$ cat config.mk
export PLATFORM = sky130hd
export DESIGN_NAME = updown_counter_param
export DESIGN_NICKNAME = d
export VERILOG_FILES = /design/src/rtl/counter_pkg.sv /design/src/rtl/counter_prescaler.sv /design/src/rtl/updown_counter_param.sv
export SDC_FILE = /design/constraint.sdc
export NUM_CORES = 1
export LEC_CHECK = 0
export CAP_MARGIN = 20
export CORE_AREA = 2 2 39 41
export CTS_CLUSTER_SIZE = 40
export DETAILED_ROUTE_END_ITERATION = 10
export DIE_AREA = 0 0 41 43
export PLACE_DENSITY = 0.61
export SYNTH_ARGS = -nofsm -noshare
export SYNTH_HDL_FRONTEND = slang
export SYNTH_SLANG_ARGS = --single-unit
export TNS_END_PERCENT = 50
$ cat constraint.sdc
create_clock -name clk -period 1.56 [get_ports clk]
set_clock_uncertainty 0.05 [all_clocks]
set_input_delay 0.312 -clock clk [delete_from_list [all_inputs] [get_ports clk]]
set_output_delay 0.312 -clock clk [all_outputs]
set_load 0.05 [all_outputs]
$ cat src/rtl/counter_pkg.sv
// Shared constants and helpers for the parametrised up/down counter.
package counter_pkg;

    localparam int unsigned CNT_WRAP = 0;
    localparam int unsigned CNT_SAT  = 1;

    // Clamp a load value into the legal count range 0..modulus-1.
    function automatic int unsigned clamp_load(input int unsigned val, input int unsigned modulus);
        return (val >= modulus) ? (modulus - 1) : val;
    endfunction

endpackage

$ cat src/rtl/counter_prescaler.sv
// Enable prescaler: emits one tick per PRESCALE cycles of en.
module counter_prescaler #(
    parameter int unsigned PRESCALE = 1
) (
    input  logic clk,
    input  logic rst,
    input  logic en,
    input  logic sync_clr,
    output logic tick
);

    if (PRESCALE <= 1) begin : g_direct
        // No division needed: every enabled cycle is a tick.
        logic unused_p1;
        assign unused_p1 = &{1'b0, clk, rst, sync_clr};
        assign tick      = en;
    end else begin : g_div
        localparam int unsigned PW = $clog2(PRESCALE);
        localparam logic [PW-1:0] LAST = PW'(PRESCALE - 1);

        logic [PW-1:0] pcnt_q;
        logic [PW-1:0] pcnt_d;

        assign tick = en && (pcnt_q == LAST);

        // Advance modulo PRESCALE on en; restart on clear.
        always_comb begin
            pcnt_d = pcnt_q;
            if (sync_clr) begin
                pcnt_d = '0;
            end else if (en) begin
                pcnt_d = tick ? '0 : pcnt_q + PW'(1);
            end
        end

        // Prescale count register with synchronous reset.
        always_ff @(posedge clk) begin
            if (!rst) begin
                pcnt_q <= '0;
            end else begin
                pcnt_q <= pcnt_d;
            end
        end
    end

endmodule

$ cat src/rtl/updown_counter_param.sv
// Modulo-N up/down counter with load, clear, wrap/saturate, tc pulse and sticky ovf.
module updown_counter_param
    import counter_pkg::*;
#(
    parameter int unsigned WIDTH    = 4,
    parameter int unsigned MODULUS  = 16,
    parameter int unsigned SAT_MODE = 0,
    parameter int unsigned PRESCALE = 1
) (
    input  logic             clk,
    input  logic             rst,
    input  logic             en,
    input  logic             up,
    input  logic             clr,
    input  logic             load,
    input  logic [WIDTH-1:0] load_val,
    input  logic             ovf_clr,
    output logic [WIDTH-1:0] q,
    output logic             tc,
    output logic             ovf
);

    if (WIDTH < 1 || MODULUS < 2 || PRESCALE < 1 ||
        64'(MODULUS) > (64'(1) << WIDTH)) begin : g_bad_params
        $error("updown_counter_param: illegal WIDTH/MODULUS/PRESCALE combination");
    end

    localparam logic [WIDTH-1:0] MAX_VAL = WIDTH'(MODULUS - 1);
    localparam bit               SAT     = (SAT_MODE == CNT_SAT);

    logic [WIDTH-1:0] cnt_q, cnt_d;
    logic             tc_q, tc_d;
    logic             ovf_q, ovf_d;
    logic             tick;
    logic [WIDTH-1:0] load_clamped;

    assign load_clamped = WIDTH'(clamp_load(32'(load_val), MODULUS));

    counter_prescaler #(
        .PRESCALE (PRESCALE)
    ) u_prescaler (
        .clk      (clk),
        .rst      (rst),
        .en       (en),
        .sync_clr (clr | load),
        .tick     (tick)
    );

    // Priority mux clr > load > step, with limit detection driving tc/ovf.
    always_comb begin
        cnt_d = cnt_q;
        tc_d  = 1'b0;
        ovf_d = ovf_clr ? 1'b0 : ovf_q;
        if (clr) begin
            cnt_d = '0;
            ovf_d = 1'b0;
        end else if (load) begin
            cnt_d = load_clamped;
        end else if (tick) begin
            if (up) begin
                if (cnt_q == MAX_VAL) begin
                    tc_d  = 1'b1;
                    ovf_d = 1'b1;
                    cnt_d = SAT ? cnt_q : '0;
                end else begin
                    cnt_d = cnt_q + WIDTH'(1);
                end
            end else begin
                if (cnt_q == '0) begin
                    tc_d  = 1'b1;
                    ovf_d = 1'b1;
                    cnt_d = SAT ? cnt_q : MAX_VAL;
                end else begin
                    cnt_d = cnt_q - WIDTH'(1);
                end
            end
        end
    end

    // Output registers with synchronous active-low reset.
    always_ff @(posedge clk) begin
        if (!rst) begin
            cnt_q <= '0;
            tc_q  <= 1'b0;
            ovf_q <= 1'b0;
        end else begin
            cnt_q <= cnt_d;
            tc_q  <= tc_d;
            ovf_q <= ovf_d;
        end
    end

    assign q   = cnt_q;
    assign tc  = tc_q;
    assign ovf = ovf_q;

endmodule

==> summary.txt, run 1 <==
Outcome
  • Outcome: completed

Synthesis
  • Post-synthesis async set-or-reset flop share: 0
  • Synth top cells by count: 6 x dfxtp_1, 5 x a21oi_1, 5 x inv_1, 4 x nand2_1, 4 x nor2_1
  • Sequential share of the synthesized area: 0.306
  • EDFF count, synth: 0
  • Synthesized net count: 61
  • Cells after Synth: 48
  • Leading cell types by total area after synthesis: dfxtp_1 31%, a21oi_1 6.4%, ha_1 6.4%, inv_1 4.8%, nand4b_1 4.5%
  • Main combinational cell family by area after synthesis: compound AO/OA/AOI/OAI gates
  • Yosys reg bits: 6
  • Syn. warnings: 0
  • Avg Synthesized Cell Area: 8.18 um^2
  • Synth Area in Adders: 0.0637
  • Post-synthesis mux area share: 0.0255
  • Post-synth top area cell: dfxtp_1
  • Synth Area in Compound Gates: 0.255
  • Most common cell in the netlist: dfxtp_1
  • XOR/XNOR Fraction of Synth Area: 0.0446
  • Post-Syn Area: 393 um^2
  • Share of the synthesized area in the top cell type: 0.306
  • Netlist cell types: 25
  • Simple-Gate Fraction of Synth Area: 0.248
  • Main synth FF type: dfxtp_1

GRT
  • Vias in the first global route: 401
  • Initial antenna violation count: 0
  • First-pass GRT wire length: 1.68 mm
  • Total gr overflow: 0
  • Total track usage: 0.145
  • Largest net degree at the start of global routing: 11

Critical path
  • CP Data Arrival Time: 1.66 ns
  • Worst R2R Start: q[0]
  • Setup CP Type: flop to flop
  • Crit Path Max Fanout: 3
  • FF-to-FF End: ovf
  • Critical Path Start: q[0]
  • Critical path startpoint category: flop
  • Crit path capture: ovf
  • CP Capture Type: flop
  • R2R setup slack: 0.04 ns
  • R2R cell count: 5
  • Crit path required time: 1.69 ns

STA
  • Hold Worst Slack: 0.486 ns
  • Relative slew slack: 0.762
  • Slew Limit Fails: 0
  • Period minus WS final: 1.52 ns
  • Unrepaired setup endpoints after global routing: yes
  • Worst Tran Pin Value: 0.356 ns
  • F_max: 656 MHz
  • Setup Viol. Count Final: 0
  • Final worst-path cycle share: 0.977
  • Hold Fails Final Rpt: 0

Placement
  • Routability-driven placement congestion ratio: 0.766
  • Placed wire-length estimate: 797 um
  • Placed inst area: 733 um^2
  • Buffers added on ports: 16

Drt
  • DRT Pass-1 Iters: 4
  • Routed vias/inst: 5.08
  • ANT nets after route: 0
  • Wirelength per Cell: 11.2 um
  • Initial DRC count: 12
  • Vias: 472
  • Routed WL: 1.04 mm
  • DRC errors left: 0

Power
  • Power density over the cells: 643 nW/um^2
  • Worst VDD drop: 0.284 mV
  • Leak Pwr: 0.314 nW
  • Overall Power: 489 uW

Min path
  • HP Class: flop to flop

Floorplanning
  • Core area: 1380 um^2
  • Full die area: 1760 um^2
  • Die extent in y: 43 um
  • Initial Utilization: 0.284
  • I/O pin count: 17
  • FP Rows: 14
  • Die width: 41 um

CTS
  • Clock Sinks: 6
  • Level count of the clock H-tree: 1
  • TritonCTS clock tree: done
  • Reg clk slew, reported paths: 0.06 ns
  • Clk root buf: clkbuf_4
  • Clock Tree Buf Depth: 2
  • Hold-fix buffers at CTS: 0
  • Clk_lat worst skew: 0.25 ns
  • CTS Buf Count: 3
  • Post-CTS sizing: 0

Flow run
  • Max-Cap Viols: 0

Layout
  • Layout cell share with drive strength beyond 1: 0.377
  • Diodes inserted: 0
  • Synth-to-Final Area Change: 93.3%
  • Final Instance Area: 759 um^2
  • Net count, final: 91
  • # fillers: 132
## cells by family after synthesis
kind of cell    count (synthesis)
compound gates                 14
xor+xnor                        2
fa+ha+maj                       2
buf+inv                         6
flops                           6
mux                             1
simple gates                   17
## worst max-delay path, stage by stage (launching register included)
cell and delay [ns]:
dfxtp_4 0.35, inv_4 0.06, ha_4 0.13, or4b_4 0.46, a211o_1 0.29, a21oi_2 0.11
## routing by layer
layer,track usage,vias up,part of all wire
met2,0.216,12,0.47
met4,0.100,0,0.018
met3,0.0471,2,0.050
met5,0,-,0
li1,-,233,-
met1,0.167,225,0.46
## stage by stage
stage	setup TNS [ns]	util	instances	setup WS, ns
after floorplan	-0.0384	-	48	-0.0341
after global placement	-0.719	0.530	89	-0.218
after detailed placement	-0.799	0.530	89	-0.238
after CTS	0	0.549	93	0.0283
after global routing	-0.0347	0.549	93	-0.0194
final	0	0.549	93	0.0362
## cell usage in the layout (no fill, tap or decap), drive strengths merged
cell type      instances
a221oi                 1
mux2i                  1
xnor2                  1
buf                   16
nand4b                 2
o41ai                  1
and4b                  1
clkbuf                 4
xor2                   1
nand3                  1
nor2b                  1
inv                    5
o311ai                 1
nor2                   4
nand4                  1
or4b                   1
a21oi                  6
nand2                  4
a211oi                 1
o21ai                  2
ha                     2
o21a                   1
dfxtp                  6
clkdlybuf4s50         10
nand2b                 2
a211o                  1
## what timing repair did
item / 4_1_cts / 5_1_grt
setup endpoints to repair: 1 / 2
hold endpoints to repair: 0 / 0
pin swaps: 1 / 0
buffers inserted: 0 / 0
## where the power goes
group | internal [mW] | switching, mW
Sequential | 0.158 | 0.00433
Combinational | 0.0859 | 0.0716
Clock | 0.0978 | 0.0705
Total | 0.342 | 0.146
## worst min-delay path by stage
| stage | cells past startpoint | slack, ns | from | end |
|---|---|---|---|---|
| floorplan | 2 | 0.39 | en | q[1] |
| finish | 2 | 0.49 | ovf | ovf |
| CTS | 2 | 0.48 | ovf | ovf |
| global route | 2 | 0.50 | ovf | ovf |
| detailed placement | 2 | 0.47 | ovf | ovf |
| global placement | 2 | 0.47 | ovf | ovf |
## area by class of cell
type	instances	area, um^2	area share
clock buffers	4	26.3	0.0346
flip-flops and latches	6	130	0.171
well taps	16	20.0	0.0264
repair buffers	26	295	0.389
inverters	5	21.3	0.0280
multi-input cells	36	267	0.351
## registers in the layout, indices dropped and copies added, names as in the netlist
signal  count
tc          1
q           4
ovf         1
(Power assumes the default switching activity.)
==> run 2: changes to the inputs <==
SLEW_MARGIN = 0   (was not set)
==> results of run 2 <==
Final layout, timing and power as in run 1 (identical DEF).
==> run 3: changes to the inputs <==
SKIP_CTS_REPAIR_TIMING = 1   (was not set)
==> results of run 3 <==
Final layout, timing and power as in run 1 (identical DEF).
Main changes from that run: via count of the first global-routing pass 401 -> 403
